==> src/rtl/irq_timer_unit.sv <==
// Machine-level interrupt source: 64-bit mtime/mtimecmp timer with prescaler,
// synchronized external (edge, latched) and UART (level) interrupt lines,
// and a single-cycle memory-mapped register port feeding the CSR excep vector.
module irq_timer_unit #(
   parameter int unsigned width       = 32,
   parameter int unsigned SYNC_STAGES = 2,
   parameter int unsigned PRESCALE_W  = 16
) (
   input  logic             clk,
   input  logic             reset,
   input  logic             bus_sel,
   input  logic             bus_wr,
   input  logic [4:0]       bus_addr,
   input  logic [width-1:0] bus_wdata,
   output logic [width-1:0] bus_rdata,
   output logic             bus_rvalid,
   input  logic             ext_irq,
   input  logic             uart_irq,
   output logic [width-1:0] excep
);

   localparam int unsigned REG_W     = 32;
   localparam int unsigned IRQ_TIMER = 7;
   localparam int unsigned IRQ_EXT   = 11;
   localparam int unsigned IRQ_UART  = 16;

   localparam logic [2:0] ADDR_MTIME_LO    = 3'd0;
   localparam logic [2:0] ADDR_MTIME_HI    = 3'd1;
   localparam logic [2:0] ADDR_MTIMECMP_LO = 3'd2;
   localparam logic [2:0] ADDR_MTIMECMP_HI = 3'd3;
   localparam logic [2:0] ADDR_PRESCALE    = 3'd4;
   localparam logic [2:0] ADDR_EXT_PEND    = 3'd5;

   logic [63:0]            mtime;
   logic [63:0]            mtimecmp;
   logic [PRESCALE_W-1:0]  prescale;
   logic [PRESCALE_W-1:0]  pre_cnt;
   logic [SYNC_STAGES-1:0] ext_sync;
   logic [SYNC_STAGES-1:0] uart_sync;
   logic                   ext_last;
   logic                   ext_pend;

   logic                   tick_c;
   logic                   ext_rise_c;
   logic                   wr_c;
   logic                   rd_c;
   logic [2:0]             reg_idx;
   logic [REG_W-1:0]       wdata_c;
   logic [REG_W-1:0]       rdata_c;
   logic [width-1:0]       excep_c;
   logic                   unused_addr_bits;

   // Bus decode; the byte-offset bits inside a word carry no meaning here
   assign reg_idx          = bus_addr[4:2];
   assign wr_c             = bus_sel & bus_wr;
   assign rd_c             = bus_sel & ~bus_wr;
   assign wdata_c          = REG_W'(bus_wdata);
   assign unused_addr_bits = ^bus_addr[1:0];

   assign tick_c     = (pre_cnt == prescale);
   assign ext_rise_c = ext_sync[SYNC_STAGES-1] & ~ext_last;

   // Prescaler: counter wraps at the reload value and yields a tick on the wrap
   always_ff @(posedge clk) begin
      if (reset) begin
         prescale <= '0;
         pre_cnt  <= '0;
      end else if (wr_c && (reg_idx == ADDR_PRESCALE)) begin
         prescale <= wdata_c[PRESCALE_W-1:0];
         pre_cnt  <= '0;
      end else if (tick_c) begin
         pre_cnt  <= '0;
      end else begin
         pre_cnt  <= pre_cnt + PRESCALE_W'(1);
      end
   end

   // mtime: a software write to either half takes priority over the tick
   always_ff @(posedge clk) begin
      if (reset) begin
         mtime <= '0;
      end else if (wr_c && (reg_idx == ADDR_MTIME_LO)) begin
         mtime[31:0] <= wdata_c;
      end else if (wr_c && (reg_idx == ADDR_MTIME_HI)) begin
         mtime[63:32] <= wdata_c;
      end else if (tick_c) begin
         mtime <= mtime + 64'd1;
      end
   end

   // mtimecmp: plain RW halves, reset to the never-matching all-ones value
   always_ff @(posedge clk) begin
      if (reset) begin
         mtimecmp <= '1;
      end else if (wr_c && (reg_idx == ADDR_MTIMECMP_LO)) begin
         mtimecmp[31:0] <= wdata_c;
      end else if (wr_c && (reg_idx == ADDR_MTIMECMP_HI)) begin
         mtimecmp[63:32] <= wdata_c;
      end
   end

   // External line: synchronize, edge-detect, latch; a new edge beats a W1C clear
   always_ff @(posedge clk) begin
      if (reset) begin
         ext_sync <= '0;
         ext_last <= 1'b0;
         ext_pend <= 1'b0;
      end else begin
         ext_sync <= {ext_sync[SYNC_STAGES-2:0], ext_irq};
         ext_last <= ext_sync[SYNC_STAGES-1];
         if (ext_rise_c) begin
            ext_pend <= 1'b1;
         end else if (wr_c && (reg_idx == ADDR_EXT_PEND) && wdata_c[0]) begin
            ext_pend <= 1'b0;
         end
      end
   end

   // UART line: level-sensitive, synchronize only
   always_ff @(posedge clk) begin
      if (reset) begin
         uart_sync <= '0;
      end else begin
         uart_sync <= {uart_sync[SYNC_STAGES-2:0], uart_irq};
      end
   end

   // Read mux over the register map; unmapped words read zero
   always_comb begin
      rdata_c = '0;
      case (reg_idx)
         ADDR_MTIME_LO:    rdata_c = mtime[31:0];
         ADDR_MTIME_HI:    rdata_c = mtime[63:32];
         ADDR_MTIMECMP_LO: rdata_c = mtimecmp[31:0];
         ADDR_MTIMECMP_HI: rdata_c = mtimecmp[63:32];
         ADDR_PRESCALE:    rdata_c = REG_W'(prescale);
         ADDR_EXT_PEND:    rdata_c = {31'b0, ext_pend};
         default:          rdata_c = '0;
      endcase
   end

   // Read response: one-cycle valid pulse, data holds between reads
   always_ff @(posedge clk) begin
      if (reset) begin
         bus_rdata  <= '0;
         bus_rvalid <= 1'b0;
      end else begin
         bus_rvalid <= rd_c;
         if (rd_c) begin
            bus_rdata <= width'(rdata_c);
         end
      end
   end

   // Interrupt vector assembly from pre-edge state
   always_comb begin
      excep_c            = '0;
      excep_c[IRQ_TIMER] = (mtime >= mtimecmp);
      excep_c[IRQ_EXT]   = ext_pend;
      excep_c[IRQ_UART]  = uart_sync[SYNC_STAGES-1];
   end

   // Registered interrupt vector toward the CSR file
   always_ff @(posedge clk) begin
      if (reset) begin
         excep <= '0;
      end else begin
         excep <= excep_c;
      end
   end

endmodule

==> config.mk <==
export PLATFORM = sky130hd
export DESIGN_NAME = irq_timer_unit
export DESIGN_NICKNAME = d
export VERILOG_FILES = /design/src/rtl/irq_timer_unit.sv
export SDC_FILE = /design/constraint.sdc
export NUM_CORES = 1
export LEC_CHECK = 0
export ABC_AREA = 1
export CAP_MARGIN = 20
export CORE_MARGIN = 4
export CORE_UTILIZATION = 55
export DETAILED_ROUTE_END_ITERATION = 12
export GPL_TIMING_DRIVEN = 0
export PLACE_DENSITY = 0.73
export SLEW_MARGIN = 20
export SYNTH_ARGS = -nofsm -noshare
export SYNTH_HDL_FRONTEND = slang
export SYNTH_SLANG_ARGS = --single-unit
==> constraint.sdc <==
create_clock -name clk -period 2.5 [get_ports clk]
set_clock_uncertainty 0.15 [all_clocks]
set_input_delay 0.625 -clock clk [delete_from_list [all_inputs] [get_ports clk]]
set_output_delay 0.625 -clock clk [all_outputs]
set_load 0.1 [all_outputs]
* Word-level counts from Yosys, hierarchy flattened
Index checks and enable logic that the tools add are counted. Widths: inputs -> output; s select.
Cells by class: order comparisons 1, equality and inequality tests 7, multiplexer cells 7, bitwise logic cells 7, $add $sub $neg 2, reduce and logical (&&, ||, !) cells 15
Operator list (count):
- $pmux 32 s6 | 1
- $mux 32 | 3
- $add 64x1->64 const B | 1
- $ge 64x64->1 | 1
- $mux 64 | 1
- $add 16x1->16 const B | 1
- $eq 16x16->1 | 1
- $logic_and 1x1->1 | 7
- $eq 3x2->1 const B | 2
- $eq 3x3->1 const B | 2
- $reduce_and 2->1 | 3
- $reduce_bool 2->1 | 3
- $not 1->1 | 4
- $and 1x1->1 | 3
- $eq 3x1->1 const B | 1
- $logic_not 3->1 | 1
- $reduce_or 3->1 | 1
- $mux 1 | 2
- $ne 2x2->1 const B | 1
Storage, ports and cells: bits of input ports 43, output and inout bits 65, logic and storage cells 53, register bits 231

* Longest topological paths before layout
depth after elaboration 5, gate-level depth with buffers 15, gate-level depth less buffers 15

* Least setup slack after synthesis
No wires, ideal clock.
kind input to register, start input port bus_addr[4], end register mtime[52], cell stages on the path 10, buffers on the path 2, data arrival time 1719 ps, library setup time 132 ps, data required time 2218 ps, path slack 499 ps, cells stage by stage inv_2 > nand3_1 > nor2_2 > inv_2 > buf_2 > clkbuf_1 > nor2_1 > nor2_1 > nand2_1 > a21oi_1
On the way: longest elaborated chain between the ends 4, elaborated cells on any way between the ends 8, classes of those cells eq/ne: 1; mux: 1; bitwise: 1; reduce/logical: 5
RTL lines:
- from (decl) | RTL line 13 | input logic [4:0] bus_addr,
- $eq 3x1->1 / $logic_not 3->1 (equally long branches) | RTL line 84, 82
- $logic_and 1x1->1 (on tied branches) | RTL line 84, 82
- $reduce_bool 2->1 (no line) / $not 1->1 (equally long branches)
- $reduce_and 2->1 (no line)
- to (signal assigned) | RTL line 85 | mtime[63:32] <= wdata_c;
- to (signal assigned) | RTL line 87 | mtime <= mtime + 64'd1;
- to (decl) | RTL line 34 | logic [63:0] mtime;
Several ways; a longest one is shown, not always the timed one. A chain may end at the register's enable or synchronous reset.

* Final worst setup path
start input port bus_addr[2], end register bus_rdata[14]
On the way: longest elaborated chain between the ends 2, elaborated cells on any way between the ends 7, classes of those cells eq/ne: 5; mux: 1; reduce/logical: 1
RTL lines:
- $eq 3x3->1, or another cell as far along | RTL line 131 | case (reg_idx)
- $pmux 32 s6 (*) | RTL line 131
- to (signal assigned) | RTL line 150 | bus_rdata <= width'(rdata_c);
- to (decl) | RTL line 15 | output logic [width-1:0] bus_rdata,
Every way passes the cells marked *; elsewhere a longest branch is shown, timed or not.

==> impl_metrics.tcl <==
set metrics [dict create \
    core.rowCount 55 \
    synth_top_area_cell "dfxtp_1" \
    clock.fmax_mhz 399.1 \
    grt-ovfl-total 0 \
    synth-xor-area-share 0.01363 \
    fin_nets 2272 \
    worst_r2r_path_depth 11 \
    tritoncts "done" \
    antennaDiodeCount 0 \
    num_vias 14470 \
    syn_avg_cell_area_sq_um 6.324 \
    die_h_um 160.9 \
    synthTopCellsByArea "dfxtp_1 (31%), nand2_1 (18%), inv_1 (6.6%)" \
    fin_cells 2490 \
    yosys_warnings 0 \
    place_congestion 1.056 \
    startpoint_type "primary input" \
    switchingPower_mw 2.718 \
    antenna_found_initial 0 \
    ys_types 41 \
    synthAdderAreaFrac 0.06423 \
    place_area_sq_mm 0.01410 \
    tightest_slew_ns 1.108 \
    dr.pass1.iters 8 \
    synth_cells 2033 \
    synth_top_area_frac 0.3145 \
    synth_compound_area_frac 0.1693 \
    start_util 0.5627 \
    p_per_area_mw_per_mm2 571.4 \
    fin_crit_ns 2.505 \
    max_cap_viol_count 0 \
    die_area_sq_mm 0.02588 \
    cp_data_required_time_ns 2.72 \
    grt_pass1_vias 13490 \
    clockBufferDepth 3 \
    maxSlewHeadroom 0.2614 \
    cts-root-buf "clkbuf_16" \
    hold_ws_ns 0.2533 \
    p_comb_frac 0.193 \
    synth_top_family_by_area "simple AND/OR/NAND/NOR gates" \
    area_delta_synth_final_pct 16.52 \
    regArea_sq_mm 0.004046 \
    numPlacedInstances 2449 \
    switching_share 0.3175 \
    drc 0 \
    n_fill_cell 2137 \
    wl_um 51430 \
    via_per_inst 5.809 \
    first_iter_violations 1661 \
    critPathMaxFanout 10 \
    muxShareOfSynthArea 0 \
    seq_area_frac_synth 0.3145 \
    holdCritPathClass "reg2reg" \
    grt_pass1_wl_um 77030 \
    arrival_ns 2.73 \
    ir_drop_v 0.0006169 \
    p_int_mw 5.841 \
    core_area_sq_mm 0.02285 \
    cts_inserted_buffers 23 \
    slew_viol_final 0 \
    io_buffer_count 75 \
    htree_levels 1 \
    final_cell_mix "nand2_1 (618), inv_1 (226), nor2_1 (218), dfxtp_1 (200), a21oi_1 (142)" \
    mostFrequentLayoutCell "nand2_1" \
    status "finished with violations" \
    final.setup.worst_slack_ns -0.005357 \
    pre_cts_ws_ns -0.9501 \
    violations "setup timing" \
    fin_crit_sh 1.002 \
    setup_viol 1 \
    io_pins 108 \
    hpwl_um 40180 \
    hold_violations 0 \
    pwr-share-clk 0.407 \
    grt_max_degree 13 \
    hold_buffers 0 \
    design_area_sq_mm 0.01498 \
    insertion_delay_ns 0.52 \
    multi_input_area_sq_mm 0.007520 \
    worstSetupPathType "in2reg" \
    clkSinkCount 202 \
    seqPwrFrac 0.400 \
    post_drt_wl_per_cell_um 20.66 \
    drive_gt1_frac 0.07809 \
    grt_usage 0.3792 \
    synth_seq_cells 202 \
    hold_path_depth 2 \
    synthSimpleGateAreaFrac 0.3233 \
    fin_util 0.6556 \
    power.static_leakage_nw 6.479 \
    netlist_area_sq_mm 0.01286 \
    clkSlewWorstSetupHoldPaths_ns 0.06 \
    postRouteAntennaNets 0 \
    end_kind "flop" \
    die_x_um 160.9 \
]
[final cells by class]
cell class / instances / share of cell area
Multi-Input combinational cell: 1505 / 0.5020
Sequential cell: 202 / 0.2701
Inverter: 245 / 0.06139
Timing Repair Buffer: 77 / 0.04828
Clock buffer: 34 / 0.04653
Buffer: 109 / 0.04034
Tap cell: 313 / 0.02614
Clock inverter: 5 / 0.005179
[sequential cells by signal, summed over array words and instances (netlist names)]
name        flops
mtime          64
mtimecmp       64
bus_rdata      32
pre_cnt        16
prescale       16
excep           3
ext_sync        2
uart_sync       2
bus_rvalid      1
ext_last        1
ext_pend        1
[path summary, 6_finish.rpt]
check,startpoint,endpoint,slack (ns)
min reg2reg,uart_sync[1]$_SDFF_PP0_,excep[16]$_SDFF_PP0_,0.25
min,uart_sync[1]$_SDFF_PP0_,excep[16]$_SDFF_PP0_,0.25
max,bus_addr[2],bus_rdata[14]$_SDFFE_PP0P_,-0.005
max reg2reg,mtime[3]$_SDFFE_PP0P_,mtime[49]$_SDFFE_PP0P_,0.07
[power by group through the flow]
stage | registers, mW | clock network, mW | logic [mW]
after floorplan | 3.60 | 0 | 0.939
after global placement | 3.48 | 0 | 1.57
after detailed placement | 3.49 | 0 | 1.59
after CTS | 3.42 | 3.49 | 1.60
after global routing | 3.43 | 3.63 | 1.72
final | 3.42 | 3.49 | 1.65
[cell usage after synthesis (all sizes together)]
| master | number |
|---|---|
| o221ai | 14 |
| nand2 | 625 |
| a22oi | 1 |
| o31ai | 4 |
| xor2 | 20 |
| nand4 | 29 |
| ha | 66 |
| nor4 | 4 |
| buf | 53 |
| or2 | 2 |
| o22ai | 46 |
| nand3 | 80 |
| nand3b | 10 |
| clkinv | 2 |
| and2 | 2 |
| nor3b | 1 |
| a21oi | 143 |
| dfxtp | 202 |
| o21ai | 99 |
| o211ai | 62 |
| clkbuf | 56 |
| a21o | 1 |
| o21a | 3 |
| a21boi | 1 |
| nor3 | 25 |
| conb | 1 |
| inv | 243 |
| nor2 | 238 |
[metal layers]
| layer | part of all wire | GRT usage | vias up |
|---|---|---|---|
| met2 | 0.45 | 0.6253 | 788 |
| met3 | 0.096 | 0.06415 | 192 |
| met4 | 0.068 | 0.2109 | 0 |
| li1 | - | - | 6829 |
| met1 | 0.38 | 0.4717 | 6656 |
| met5 | 0 | 0 | - |
[what timing repair did]
| action | CTS | global route |
|---|---|---|
| buffers inserted | 0 | 2 |
| resized for setup | 59 | 78 |
| endpoints found under the hold margin | 0 | 0 |
| pin swaps | 0 | 1 |
| endpoints found under the setup margin | 137 | 165 |
| cloned | 0 | 0 |
[critical path, stage by stage]
cell             delay, ns
clkdlybuf4s50_1       0.56
nor2_1                0.08
nand2_1               0.32
clkbuf_1              0.56
o221ai_1              0.27
o21ai_0               0.22
a21oi_1               0.08
[cells by family after synthesis]
kind of cell | Yosys count
compound gates | 374
xor+xnor | 20
fa+ha+maj | 66
buf+inv | 354
flops | 202
other cells | 1
simple gates | 1016
[through the flow]
| step | power, mW | TNS, ns |
|---|---|---|
| floorplan | 4.534 | 0 |
| global placement | 5.058 | -97.42 |
| detailed placement | 5.080 | -109.99 |
| CTS | 8.496 | 0 |
| global route | 8.789 | -0.02832 |
| finish | 8.559 | -0.005357 |
(Power assumes the default switching activity.)
